**src/rtl/alu_issue_station_pkg.sv**
```systemverilog
// ---------------------------------------------------------------------------
// alu_issue_station_pkg
//   Shared widths, entry record types and the writeback-bypass lookup used by
//   the ALU reservation station.
//
//   Widths mirror the processor-wide definitions: ROB tag width, ALU op /
//   control / compare / exception field widths, and the default station depth.
// ---------------------------------------------------------------------------
package alu_issue_station_pkg;

    localparam int ROB_SIZE      = 32;
    localparam int TAG_W         = $clog2(ROB_SIZE);
    localparam int CNT_ALUOP     = 5;
    localparam int CNT_CTRL      = 8;
    localparam int CTRL_wen      = 0;
    localparam int CNT_CMP       = 3;
    localparam int CNT_EXCEPTION = 5;
    localparam int ALU_RS_DEPTH  = 4;

    // Operand-independent part of a buffered micro-op.
    typedef struct packed {
        logic [31:0]              pc;
        logic [31:0]              inst;
        logic [31:0]              predict_target;
        logic [CNT_ALUOP-1:0]     aluop;
        logic [CNT_CTRL-1:0]      ctrl;
        logic [CNT_CMP-1:0]       cmpop;
        logic [CNT_EXCEPTION-1:0] excode;
        logic                     predict;
        logic [TAG_W-1:0]         destnum;
    } payload_t;

    // One source operand: have=1 means val is valid, otherwise wait on num.
    typedef struct packed {
        logic             have;
        logic [TAG_W-1:0] num;
        logic [31:0]      val;
    } operand_t;

    typedef struct packed {
        logic        hit;
        logic [31:0] data;
    } bypass_t;

    // Tag match against the three writeback buses; wb0 beats wb1 beats mu.
    function automatic bypass_t bypass_lookup(
        input logic [TAG_W-1:0] tag,
        input logic             wb0_en,
        input logic [TAG_W-1:0] wb0_num,
        input logic [31:0]      wb0_data,
        input logic             wb1_en,
        input logic [TAG_W-1:0] wb1_num,
        input logic [31:0]      wb1_data,
        input logic             mu_en,
        input logic [TAG_W-1:0] mu_num,
        input logic [31:0]      mu_data
    );
        bypass_t r;
        r.hit  = 1'b0;
        r.data = '0;
        // Lowest priority first so higher-priority matches overwrite.
        if (mu_en && (mu_num == tag)) begin
            r.hit  = 1'b1;
            r.data = mu_data;
        end
        if (wb1_en && (wb1_num == tag)) begin
            r.hit  = 1'b1;
            r.data = wb1_data;
        end
        if (wb0_en && (wb0_num == tag)) begin
            r.hit  = 1'b1;
            r.data = wb0_data;
        end
        return r;
    endfunction

    // Apply a bypass hit to a waiting operand (WAIT -> HAVE with data capture).
    function automatic operand_t operand_snoop(input operand_t op, input bypass_t b);
        operand_t r;
        r = op;
        if (!op.have && b.hit) begin
            r.have = 1'b1;
            r.val  = b.data;
        end
        return r;
    endfunction

endpackage

```
**src/rtl/alu_rs_pick.sv**
```systemverilog
// ---------------------------------------------------------------------------
// alu_rs_pick
//   Lowest-index priority picker for the ALU reservation station.
//   Ports:
//     req   [DEPTH-1:0]  per-entry selectable flags (index 0 = oldest)
//     grant [DEPTH-1:0]  one-hot of the lowest set request bit (0 if none)
//     idx   [IDX_W-1:0]  binary index of that bit (0 if none)
// ---------------------------------------------------------------------------
module alu_rs_pick #(
    parameter int DEPTH = 4,
    parameter int IDX_W = $clog2(DEPTH)
) (
    input  logic [DEPTH-1:0] req,
    output logic [DEPTH-1:0] grant,
    output logic [IDX_W-1:0] idx
);

    // Scan from the youngest down so the oldest request is the last to win.
    always_comb begin
        grant = '0;
        idx   = '0;
        for (int i = DEPTH - 1; i >= 0; i--) begin
            if (req[i]) begin
                grant    = '0;
                grant[i] = 1'b1;
                idx      = IDX_W'(i);
            end
        end
    end

endmodule

```
**src/rtl/alu_issue_station.sv**
```systemverilog
// ---------------------------------------------------------------------------
// alu_issue_station
//   ALU reservation station feeding the ALU FU sel_* issue bundle.
//   Collapsing queue (index 0 oldest) of DEPTH entries with registered count.
//   Operands are tracked by ROB tag and captured from the wb0/wb1/mu bypasses;
//   the oldest entry with both operands available is presented combinationally
//   on sel_* and, because the FU always latches it, is removed on the next edge.
//
//   Ports:
//     clk, resetn (async active-low), flush
//     disp_*  dispatch handshake + micro-op payload + operand tags/values
//     wk0/wk1 execute-stage wakeups, wb0/wb1/mu writeback bypasses
//     sel_*   issue bundle to the FU
//
//   Build option: ALU_RS_SPEC_WAKEUP_EN -- when defined, a wk0/wk1 tag match
//   makes a waiting operand selectable (value resolved by the FU next cycle).
//   When undefined the wk* ports are ignored.
// ---------------------------------------------------------------------------
module alu_issue_station
    import alu_issue_station_pkg::*;
#(
    parameter int DEPTH = ALU_RS_DEPTH
) (
    input  logic                     clk,
    input  logic                     resetn,
    input  logic                     flush,
    input  logic                     disp_valid,
    output logic                     disp_ready,
    input  logic [31:0]              disp_PC,
    input  logic [31:0]              disp_inst,
    input  logic [31:0]              disp_predict_target,
    input  logic [CNT_ALUOP-1:0]     disp_aluop,
    input  logic [CNT_CTRL-1:0]      disp_ctrl,
    input  logic [CNT_CMP-1:0]       disp_cmpop,
    input  logic [CNT_EXCEPTION-1:0] disp_excode,
    input  logic                     disp_predict,
    input  logic [TAG_W-1:0]         disp_rsnum,
    input  logic [TAG_W-1:0]         disp_rtnum,
    input  logic [TAG_W-1:0]         disp_destnum,
    input  logic [31:0]              disp_rsval,
    input  logic [31:0]              disp_rtval,
    input  logic                     disp_rs_ready,
    input  logic                     disp_rt_ready,
    input  logic                     wk0_en,
    input  logic [TAG_W-1:0]         wk0_num,
    input  logic                     wk1_en,
    input  logic [TAG_W-1:0]         wk1_num,
    input  logic                     wb0_en,
    input  logic [TAG_W-1:0]         wb0_num,
    input  logic [31:0]              wb0_data,
    input  logic                     wb1_en,
    input  logic [TAG_W-1:0]         wb1_num,
    input  logic [31:0]              wb1_data,
    input  logic                     mu_en,
    input  logic [TAG_W-1:0]         mu_num,
    input  logic [31:0]              mu_data,
    output logic                     sel_valid,
    output logic [31:0]              sel_PC,
    output logic [31:0]              sel_inst,
    output logic [CNT_ALUOP-1:0]     sel_aluop,
    output logic [CNT_CTRL-1:0]      sel_ctrl,
    output logic [CNT_CMP-1:0]       sel_cmpop,
    output logic [CNT_EXCEPTION-1:0] sel_excode,
    output logic                     sel_predict,
    output logic [31:0]              sel_predict_target,
    output logic [TAG_W-1:0]         sel_rsnum,
    output logic [TAG_W-1:0]         sel_rtnum,
    output logic [31:0]              sel_rsval,
    output logic [31:0]              sel_rtval,
    output logic                     sel_rsval_ready,
    output logic                     sel_rtval_ready,
    output logic [TAG_W-1:0]         sel_destnum
);

    localparam int CNT_W = $clog2(DEPTH + 1);
    localparam int IDX_W = $clog2(DEPTH);

    // State
    logic [DEPTH-1:0] valid_q,   valid_d;
    payload_t         payload_q [DEPTH];
    payload_t         payload_d [DEPTH];
    operand_t         rs_q      [DEPTH];
    operand_t         rs_d      [DEPTH];
    operand_t         rt_q      [DEPTH];
    operand_t         rt_d      [DEPTH];
    logic [CNT_W-1:0] count_q,   count_d;

    // Per-entry bypass view
    bypass_t          rs_byp    [DEPTH];
    bypass_t          rt_byp    [DEPTH];
    operand_t         rs_upd    [DEPTH];
    operand_t         rt_upd    [DEPTH];
    logic [DEPTH-1:0] rs_wk, rt_wk;
    logic [DEPTH-1:0] ready_vec;

    logic [DEPTH-1:0] pick_grant;
    logic [IDX_W-1:0] sel_idx;
    logic             issue;

    // New-entry view
    payload_t         disp_payload;
    bypass_t          disp_rs_byp, disp_rt_byp;
    operand_t         disp_rs_op,  disp_rt_op;
    logic             disp_acc;
    logic [IDX_W-1:0] wr_idx;

    genvar gi;
    generate
        for (gi = 0; gi < DEPTH; gi++) begin : g_entry
            assign rs_byp[gi] = bypass_lookup(rs_q[gi].num,
                                              wb0_en, wb0_num, wb0_data,
                                              wb1_en, wb1_num, wb1_data,
                                              mu_en,  mu_num,  mu_data);
            assign rt_byp[gi] = bypass_lookup(rt_q[gi].num,
                                              wb0_en, wb0_num, wb0_data,
                                              wb1_en, wb1_num, wb1_data,
                                              mu_en,  mu_num,  mu_data);
            assign rs_upd[gi] = operand_snoop(rs_q[gi], rs_byp[gi]);
            assign rt_upd[gi] = operand_snoop(rt_q[gi], rt_byp[gi]);
`ifdef ALU_RS_SPEC_WAKEUP_EN
            assign rs_wk[gi] = (wk0_en && (wk0_num == rs_q[gi].num)) ||
                               (wk1_en && (wk1_num == rs_q[gi].num));
            assign rt_wk[gi] = (wk0_en && (wk0_num == rt_q[gi].num)) ||
                               (wk1_en && (wk1_num == rt_q[gi].num));
`else
            assign rs_wk[gi] = 1'b0;
            assign rt_wk[gi] = 1'b0;
`endif
            // rs_upd.have already folds in a same-cycle WB/MU hit.
            assign ready_vec[gi] = valid_q[gi] &
                                   (rs_upd[gi].have | rs_wk[gi]) &
                                   (rt_upd[gi].have | rt_wk[gi]);
        end
    endgenerate

`ifndef ALU_RS_SPEC_WAKEUP_EN
    // Wakeup ports have no function in this build.
    logic unused_wk;
    assign unused_wk = ^{wk0_en, wk0_num, wk1_en, wk1_num};
`endif

    alu_rs_pick #(
        .DEPTH (DEPTH),
        .IDX_W (IDX_W)
    ) u_pick (
        .req   (ready_vec),
        .grant (pick_grant),
        .idx   (sel_idx)
    );

    // Presented entry counts as issued; flush suppresses it.
    assign issue      = (|pick_grant) & ~flush;
    assign disp_ready = (count_q < CNT_W'(DEPTH)) & ~flush;
    assign disp_acc   = disp_valid & disp_ready;

    // ------------------------------------------------------------------
    // Issue bundle
    // ------------------------------------------------------------------
    always_comb begin
        sel_valid          = issue;
        sel_PC             = '0;
        sel_inst           = '0;
        sel_aluop          = '0;
        sel_ctrl           = '0;
        sel_cmpop          = '0;
        sel_excode         = '0;
        sel_predict        = 1'b0;
        sel_predict_target = '0;
        sel_rsnum          = '0;
        sel_rtnum          = '0;
        sel_rsval          = '0;
        sel_rtval          = '0;
        sel_rsval_ready    = 1'b0;
        sel_rtval_ready    = 1'b0;
        sel_destnum        = '0;
        if (issue) begin
            sel_PC             = payload_q[sel_idx].pc;
            sel_inst           = payload_q[sel_idx].inst;
            sel_aluop          = payload_q[sel_idx].aluop;
            sel_ctrl           = payload_q[sel_idx].ctrl;
            sel_cmpop          = payload_q[sel_idx].cmpop;
            sel_excode         = payload_q[sel_idx].excode;
            sel_predict        = payload_q[sel_idx].predict;
            sel_predict_target = payload_q[sel_idx].predict_target;
            sel_destnum        = payload_q[sel_idx].destnum;
            sel_rsnum          = rs_q[sel_idx].num;
            sel_rtnum          = rt_q[sel_idx].num;
            // A wakeup-only operand goes out with value 0 / ready 0 and the
            // FU picks it up from its own bypass next cycle.
            if (rs_upd[sel_idx].have) begin
                sel_rsval       = rs_upd[sel_idx].val;
                sel_rsval_ready = 1'b1;
            end
            if (rt_upd[sel_idx].have) begin
                sel_rtval       = rt_upd[sel_idx].val;
                sel_rtval_ready = 1'b1;
            end
        end
    end

    // ------------------------------------------------------------------
    // Dispatch record, with same-cycle bypass snoop
    // ------------------------------------------------------------------
    assign disp_payload = '{
        pc:             disp_PC,
        inst:           disp_inst,
        predict_target: disp_predict_target,
        aluop:          disp_aluop,
        ctrl:           disp_ctrl,
        cmpop:          disp_cmpop,
        excode:         disp_excode,
        predict:        disp_predict,
        destnum:        disp_destnum
    };
    assign disp_rs_byp = bypass_lookup(disp_rsnum,
                                       wb0_en, wb0_num, wb0_data,
                                       wb1_en, wb1_num, wb1_data,
                                       mu_en,  mu_num,  mu_data);
    assign disp_rt_byp = bypass_lookup(disp_rtnum,
                                       wb0_en, wb0_num, wb0_data,
                                       wb1_en, wb1_num, wb1_data,
                                       mu_en,  mu_num,  mu_data);
    assign disp_rs_op  = operand_snoop('{have: disp_rs_ready, num: disp_rsnum, val: disp_rsval},
                                       disp_rs_byp);
    assign disp_rt_op  = operand_snoop('{have: disp_rt_ready, num: disp_rtnum, val: disp_rtval},
                                       disp_rt_byp);

    // Append slot is computed after the issued entry collapses out.
    assign wr_idx = IDX_W'(count_q - CNT_W'(issue));

    // ------------------------------------------------------------------
    // Next state: collapse, snoop, append, flush
    // ------------------------------------------------------------------
    always_comb begin
        logic       shift;
        logic [IDX_W-1:0] src;
        valid_d = '0;
        count_d = count_q + CNT_W'(disp_acc) - CNT_W'(issue);
        for (int j = 0; j < DEPTH; j++) begin
            shift = issue && (IDX_W'(j) >= sel_idx);
            src   = (shift && (j < DEPTH - 1)) ? IDX_W'(j + 1) : IDX_W'(j);
            valid_d[j]   = valid_q[src] & ~(shift && (j == DEPTH - 1));
            payload_d[j] = payload_q[src];
            rs_d[j]      = rs_upd[src];
            rt_d[j]      = rt_upd[src];
        end
        if (disp_acc) begin
            valid_d[wr_idx]   = 1'b1;
            payload_d[wr_idx] = disp_payload;
            rs_d[wr_idx]      = disp_rs_op;
            rt_d[wr_idx]      = disp_rt_op;
        end
        if (flush) begin
            valid_d = '0;
            count_d = '0;
        end
    end

    always_ff @(posedge clk or negedge resetn) begin
        if (!resetn) begin
            valid_q <= '0;
            count_q <= '0;
            for (int i = 0; i < DEPTH; i++) begin
                payload_q[i] <= '0;
                rs_q[i]      <= '0;
                rt_q[i]      <= '0;
            end
        end else begin
            valid_q <= valid_d;
            count_q <= count_d;
            for (int i = 0; i < DEPTH; i++) begin
                payload_q[i] <= payload_d[i];
                rs_q[i]      <= rs_d[i];
                rt_q[i]      <= rt_d[i];
            end
        end
    end

endmodule

```
**config.mk**
```make
export PLATFORM = sky130hd
export DESIGN_NAME = alu_issue_station
export DESIGN_NICKNAME = d
export VERILOG_FILES = /design/src/rtl/alu_issue_station_pkg.sv /design/src/rtl/alu_rs_pick.sv /design/src/rtl/alu_issue_station.sv
export SDC_FILE = /design/constraint.sdc
export NUM_CORES = 2
export LEC_CHECK = 0
export CORE_AREA = 2 2 410 310
export CTS_CLUSTER_DIAMETER = 120
export DETAILED_ROUTE_END_ITERATION = 7
export DIE_AREA = 0 0 412 312
export PLACE_DENSITY_LB_ADDON = 0.3
export SLEW_MARGIN = 20
export SYNTH_ARGS = -nofsm -noshare
export SYNTH_HDL_FRONTEND = slang
export SYNTH_SLANG_ARGS = --single-unit
```
**constraint.sdc**
```tcl
create_clock -name clk -period 5.8 [get_ports clk]
set_clock_uncertainty 0.1 [all_clocks]
set_input_delay 1.16 -clock clk [delete_from_list [all_inputs] [get_ports clk]]
set_output_delay 1.16 -clock clk [all_outputs]
set_load 0.005 [all_outputs]
```
======== Word-level counts from Yosys, hierarchy flattened ========
Cells that the tools add are included.
storage, ports and cells
  flip-flop bits (word level) ............. 803
  word-level logic and storage cells ...... 331
operators by class
  $add $sub $neg .......................... 3
  $lt $le $gt $ge ......................... 16
  equal/unequal tests ..................... 30
  mux-type cells .......................... 143
  bitwise gates (word level) .............. 20
  reduce and logical (&&, ||, !) cells .... 57
operators by type and width
  cell                number
  $mux 123            9
  $mux 33             30
  $bmux 123 s2        4
  $bmux 38 s2         10
  $mux 38             17
  $mux 32             17
  $bwmux 492          1
  $mux 492            1
  $bwmux 152          2
  $mux 152            2
  $demux 123 s2       1
  $eq 5x5->1          30
  $mux 37             4
  $demux 38 s2        1
  $logic_and 1x1->1   46
  $mux 5              5
  $mux 4              6
  $mux 1              21
  $ge 3x3->1 const B  5
  $and 1x1->1         12
  $not 2->3           4
  $logic_not 1->1     10
  $mux 2              5
  $lt 2x3->1 const B  3
  other kinds (17)    23

======== Depth between registers and ports, before layout ========
  word-level depth ........................ 23
  gate-level depth with buffers ........... 20
  mapped depth without buffers ............ 15

======== Cells and area by module ========
Synthesis repeated with hierarchy kept, for this count alone.
second synthesis, totals
  cells, all modules ...................... 6404
  area, all modules ....................... 53319.9 um2
modules (own cells, without submodules)
  module             instances  cells each  area each (um2)  sequential area each (um2)
  alu_issue_station  1          6395        53259.8          20094.3
  alu_rs_pick        1          9           60.1             0.0

======== Worst setup path after synthesis ========
Ideal clock, no wire load.
  kind .................................... in2reg
  start ................................... input port wb1_num[1]
  end ..................................... register rt_q[76] (netlist name)
  library setup time ...................... 0.081 ns
  arrival time ............................ 5.052 ns
  setup slack ............................. 0.567 ns
  stages .................................. 19
  path buffers ............................ 8
  cells stage by stage .................... buf_2 xor2_1 nor4_4 nand2_2 and4b_1 buf_2 o22ai_1 buf_4 nor2_2 buf_2 buf_2 a21oi_1 ha_1 xnor2_1 nand2_1 clkbuf_1 clkbuf_1 clkbuf_1 mux2i_1
RTL lines
  item                           line                      RTL
  start, declared                alu_issue_station.sv:52   input logic [TAG_W-1:0] wb1_num,
  end signal, assigned by index  alu_issue_station.sv:274  rt_q[i] <= rt_d[i];
  end, declared                  alu_issue_station.sv:84   operand_t rt_q [DEPTH];

======== Worst setup path after layout ========
  start ................................... input port wb0_num[0]
  end ..................................... output port sel_rsval[31]
between the ends
  cells in the longest elaborated chain, start to end .. 17
  elaborated cells on any way between the ends .. 68
  classes of those cells .................. eq/ne (8); mux (33); bitwise (10); reduce/logical (17)
RTL lines
  item                                        line                                                RTL
  start, declared                             alu_issue_station.sv:49                             input logic [TAG_W-1:0] wb0_num,
  $eq 5x5->1                                  alu_issue_station_pkg.sv:70                         if (wb0_en && (wb0_num == tag)) begin
  $logic_and 1x1->1                           alu_issue_station_pkg.sv:70
  $mux 33                                     alu_issue_station_pkg.sv:70
  $logic_and 1x1->1                           alu_issue_station_pkg.sv:81                         if (!op.have && b.hit) begin
  $mux 1                                      alu_issue_station_pkg.sv:81
  $and 1x1->1                                 alu_issue_station.sv:130                            assign ready_vec[gi] = valid_q[gi] &
  $and 1x1->1                                 alu_issue_station.sv:131                            (rs_upd[gi].have | rs_wk[gi]) &
  $mux 2 (4 in a row)                         alu_rs_pick.sv:23                                   if (req[i]) begin
  $not 2->3 (implied by the code)             alu_issue_station.sv:190, alu_issue_station.sv:191
  $bmux 38 s2                                 alu_issue_station.sv:190, alu_issue_station.sv:191
  $mux 38 (implied by the code) (2 in a row)  alu_issue_station.sv:191                            sel_rsval = rs_upd[sel_idx].val;
  $mux 32                                     alu_issue_station.sv:190                            if (rs_upd[sel_idx].have) begin
  $mux 32 (*)                                 alu_issue_station.sv:176                            if (issue) begin
  end, declared                               alu_issue_station.sv:68                             output logic [31:0] sel_rsval,
Mark *: on every way between the ends. The rest lies on a longest branch, timed or not. The select of a mux whose other input is x is not followed.

==> implementation parameters <==
Parameter                              Value

Synth
  Gate Count Post-Synth    6,419
  Share of the synthesized area in compound gates (AO/OA/AOI/OAI)    23.3%
  Adder and majority gate portion of the synthesized area    0.108%
  Dominant combinational cell family by area after synthesis    compound AO/OA/AOI/OAI gates
  Distinct cell type count of the synthesized netlist    66
  Main area contributors after synthesis    sky130_fd_sc_hd__dfrtp_1 (38%), sky130_fd_sc_hd__mux2i_1 (9.8%), sky130_fd_sc_hd__a21oi_1 (6.0%), sky130_fd_sc_hd__nand2_1 (6.0%), sky130_fd_sc_hd__nor2_1 (4.8%)
  Basic-gate share of the synthesized area counting and, or, nand and nor cells    17.5%
  Mapped Area    0.0533 mm^2
  Synth Area in XOR/XNOR    2.53%
  Multiplexer share of the synthesized area    12.5%
  Number of enable flip-flop cells after synthesis    0
  Seq cells post-synth    803
  Largest area contributor in the synthesized netlist    sky130_fd_sc_hd__dfrtp_1
  Post-synthesis sequential area ratio    37.7%
  Post-synthesis async set-or-reset flop share    100%
  Area fraction of the dominant cell type after synthesis    37.7%
  Main synth FF type    sky130_fd_sc_hd__dfrtp_1
  Post-synthesis area per instance    8.30 um^2
  Count of warnings emitted by yosys    0
  Nets in the synthesized netlist    6,752

Cells and area
  Number of non-filler instances in the completed layout    8,808
  Commonest cells after routing, fill and taps aside    sky130_fd_sc_hd__nand2_1 (847), sky130_fd_sc_hd__dfrtp_1 (803), sky130_fd_sc_hd__nor2_1 (671)
  Layout Utilization    56.2%
  Net count of the finished layout    7,388
  Ratio of cells with drive above 1 in the final layout    18.9%
  Commonest non-fill, non-tap cell in the layout    sky130_fd_sc_hd__nand2_1
  Final non-filler cell area    0.0697 mm^2
  Area overhead of the layout relative to synthesis    30.9%

Clock tree
  Worst-Skew Late Latency    0.73 ns
  Number of clock buffers inserted by TritonCTS    88
  CTS Hold Buffers Added    0
  CTS clk-pin slew, worst paths    0.06 ns
  Clock Tree Root    sky130_fd_sc_hd__clkbuf_16
  Count of H-tree levels built during CTS    3
  Number of sinks handled by clock tree synthesis    803
  Clock tree from TritonCTS    done
  Clock buffer depth    3

Floorplan
  Placeable core region    0.124 mm^2
  Die footprint    0.129 mm^2
  Starting Density    42.9%
  I/O pins    530
  Row cnt    112
  Die X    412 um
  Vert. Die Dim    312 um

Setup path
  Crit. path cell count    14
  Delay of the slowest cell on the worst path    0.51 ns
  Worst path arrival time    4.57 ns
  Worst-path cell with the longest stage delay    sky130_fd_sc_hd__or4_4
  Sum of buffers and inverters on the critical path    7
  R2R depth    14
  Type of origin of the critical path    input pin
  Endpoint of the lowest-slack register-to-register path    rt_q[68]$_DFF_PN0_
  Setup slack of the worst register-to-register path    1.25 ns
  Setup CP Type    input pin to primary output
  Crit-path most repeated cell    sky130_fd_sc_hd__buf_6
  Required time at the endpoint of the critical path    4.54 ns
  Origin of the critical flop-to-flop path    rs_q[110]$_DFF_PN0_
  Worst-path cell chain    dlygate4sd2_1 -> buf_6 -> xor2_1 -> nor4_2 -> and3_1 -> or4_4 -> a311oi_4 -> buf_6 -> buf_12 -> buf_12 -> mux2_2 -> o22ai_4 -> buf_6 -> clkdlybuf4s50_1
  Maximum fanout along the worst path    7
  Setup crit end kind    primary output
  Gate family responsible for the most delay along the worst path    buffers and inverters

Routing
  Average detailed-routed wire length per instance    28.1 um
  Via count    58,500
  Via-to-Cell Ratio    6.64
  Routed WL    248 mm
  Iter 0 DRT Violations    9,410
  Number of detailed-routing iterations run before antenna repair    8
  Antenna Violating Nets Remaining    0
  DRC violations left    1

Placed design
  Gp weighted congestion    0.985
  Detailed Place HPWL    153 mm
  Count of port buffers added during placement    517
  Post-place instance area    0.0648 mm^2
  Setup WS pre-CTS    -0.602 ns
  Post-placement cell count    8,521

Status
  Failing checks    DRC, setup timing
  Outcome    finished, violations left

GRT
  Vias in the first global route    56,100
  Total routing resource utilization after global routing    36.8%
  First-pass GRT wire length    362 mm
  Antenna violations before repair    46
  Largest net degree at the start of global routing    137
  Residual overflow from global routing    0

Pwr
  Leak    29.2 nW
  Cell Pwr Density    401 mW/mm^2
  Maximum resistive drop on vdd    0.311 mV

STA
  Relative slew slack    33.7%
  Final Max Slew Viols    0
  Post-route worst setup slack    -0.0345 ns
  Final Hold Viols    0
  Slew @ Worst Pin    0.994 ns
  Minimum clock period    5.83 ns
  Count of endpoints failing setup in the final report    2
  Achievable Freq    171 MHz
  Unrepaired setup endpoints after global routing    true
  Fin crit share    101%
  Worst hold slack after final layout    0.369 ns

Job
  Max_cap viols    0

Min path
  Class of the tightest hold or removal check    input pin to asynchronous set/reset pin
==> stage by stage <==
stage | setup TNS (ns) | total power, W
2_1_floorplan | 0 | 0.0163
3_3_place_gp | -96.88 | 0.0206
3_5_place_dp | -127.13 | 0.0210
4_1_cts | -0.000524 | 0.0273
5_1_grt | -0.224 | 0.0292
6_report | -0.0418 | 0.0279
==> final cells by class <==
type,count,area [um^2]
multi-input cells,4803,30800
inverters,46,173
diodes,31,77.6
flip-flops and latches,803,20100
repair buffers,1313,13500
well taps,1653,2070
clock inverters,31,480
fillers,11000,54400
clock buffers,128,2540
==> worst register-to-register path, cell delays in order (launching register included) <==
cell	delay, ns
sky130_fd_sc_hd__dfrtp_1	0.51
sky130_fd_sc_hd__xor2_1	0.22
sky130_fd_sc_hd__nor4_4	0.42
sky130_fd_sc_hd__a21oi_1	0.19
sky130_fd_sc_hd__a31o_2	0.37
sky130_fd_sc_hd__o22ai_4	0.21
sky130_fd_sc_hd__buf_8	0.32
sky130_fd_sc_hd__nor2_2	0.11
sky130_fd_sc_hd__a21oi_1	0.28
sky130_fd_sc_hd__ha_1	0.25
sky130_fd_sc_hd__xor2_1	0.30
sky130_fd_sc_hd__nand3_4	0.11
sky130_fd_sc_hd__a21o_2	0.36
sky130_fd_sc_hd__buf_12	0.26
sky130_fd_sc_hd__a222oi_1	0.46
==> cells in the mapped netlist, types with 8 or more instances <==
library cell                number
sky130_fd_sc_hd__a211oi_1       31
sky130_fd_sc_hd__a21oi_1       644
sky130_fd_sc_hd__a221oi_1       95
sky130_fd_sc_hd__a222oi_1       62
sky130_fd_sc_hd__a22oi_1        62
sky130_fd_sc_hd__a2bb2oi_1      62
sky130_fd_sc_hd__a311oi_1      183
sky130_fd_sc_hd__a31oi_1       135
sky130_fd_sc_hd__and3_1        119
sky130_fd_sc_hd__buf_1          60
sky130_fd_sc_hd__buf_2          88
sky130_fd_sc_hd__buf_4          29
sky130_fd_sc_hd__buf_8           8
sky130_fd_sc_hd__clkbuf_1      571
sky130_fd_sc_hd__dfrtp_1       803
sky130_fd_sc_hd__inv_1          45
sky130_fd_sc_hd__mux2_2        126
sky130_fd_sc_hd__mux2i_1       521
sky130_fd_sc_hd__nand2_1       852
sky130_fd_sc_hd__nand3_1        91
sky130_fd_sc_hd__nand4_1        11
sky130_fd_sc_hd__nor2_1        675
sky130_fd_sc_hd__nor3_1        389
sky130_fd_sc_hd__nor4_1         13
sky130_fd_sc_hd__o211ai_1       62
sky130_fd_sc_hd__o21ai_0       138
sky130_fd_sc_hd__o22ai_1       107
sky130_fd_sc_hd__o22ai_2        67
sky130_fd_sc_hd__o311ai_0       63
sky130_fd_sc_hd__o31a_1          8
sky130_fd_sc_hd__o31ai_1        68
sky130_fd_sc_hd__xnor2_1        85
sky130_fd_sc_hd__xor2_1         69
==> what timing repair did <==
item | in CTS | in global routing
resized for setup | 381 | 145
endpoints found under the setup margin | 200 | 144
cloned | 15 | 2
pin swaps | 42 | 22
setup buffers | 60 | 27
==> logic make-up (layout without fill, tap and decap cells) <==
group | count (synthesis) | after routing
AO/OA/AOI/OAI | 1813 | 1814
XOR/XNOR | 154 | 154
adder cells (fa/ha/maj) | 4 | 4
buffers and inverters | 814 | 1518
flip-flops | 803 | 803
multiplexers | 647 | 647
other | 0 | 31
AND/OR/NAND/NOR | 2184 | 2184
==> layer usage <==
layer  up-vias  GRT usage, %  part of all wire, %
met1     28200          48.3                   38
met5         -             0                0.080
li1      24700             -                    -
met3      1039          13.6                   14
met2      4521          51.7                   41
met4        28          21.0                  6.5
==> where the power goes <==
part | total, W | switching [W] | internal, W
combinational | 0.0120 | 0.00657 | 0.00543
clock | 0.00600 | 0.00265 | 0.00335
sequential | 0.00993 | 0.00184 | 0.00809
==> worst max path at each step <==
stage | slack, ns | from | to
after global placement | -0.56 | mu_num[4] | sel_PC[15]
after floorplan | 0.57 | wb1_num[1] | rt_q[76]$_DFF_PN0_
after global routing | -0.08 | wb0_num[0] | sel_rsval[31]
after CTS | -0.0005 | mu_num[3] | sel_cmpop[2]
final | -0.03 | wb0_num[0] | sel_rsval[31]
after detailed placement | -0.60 | mu_num[4] | sel_PC[15]
No activity file was read; power rests on OpenSTA's default activity.
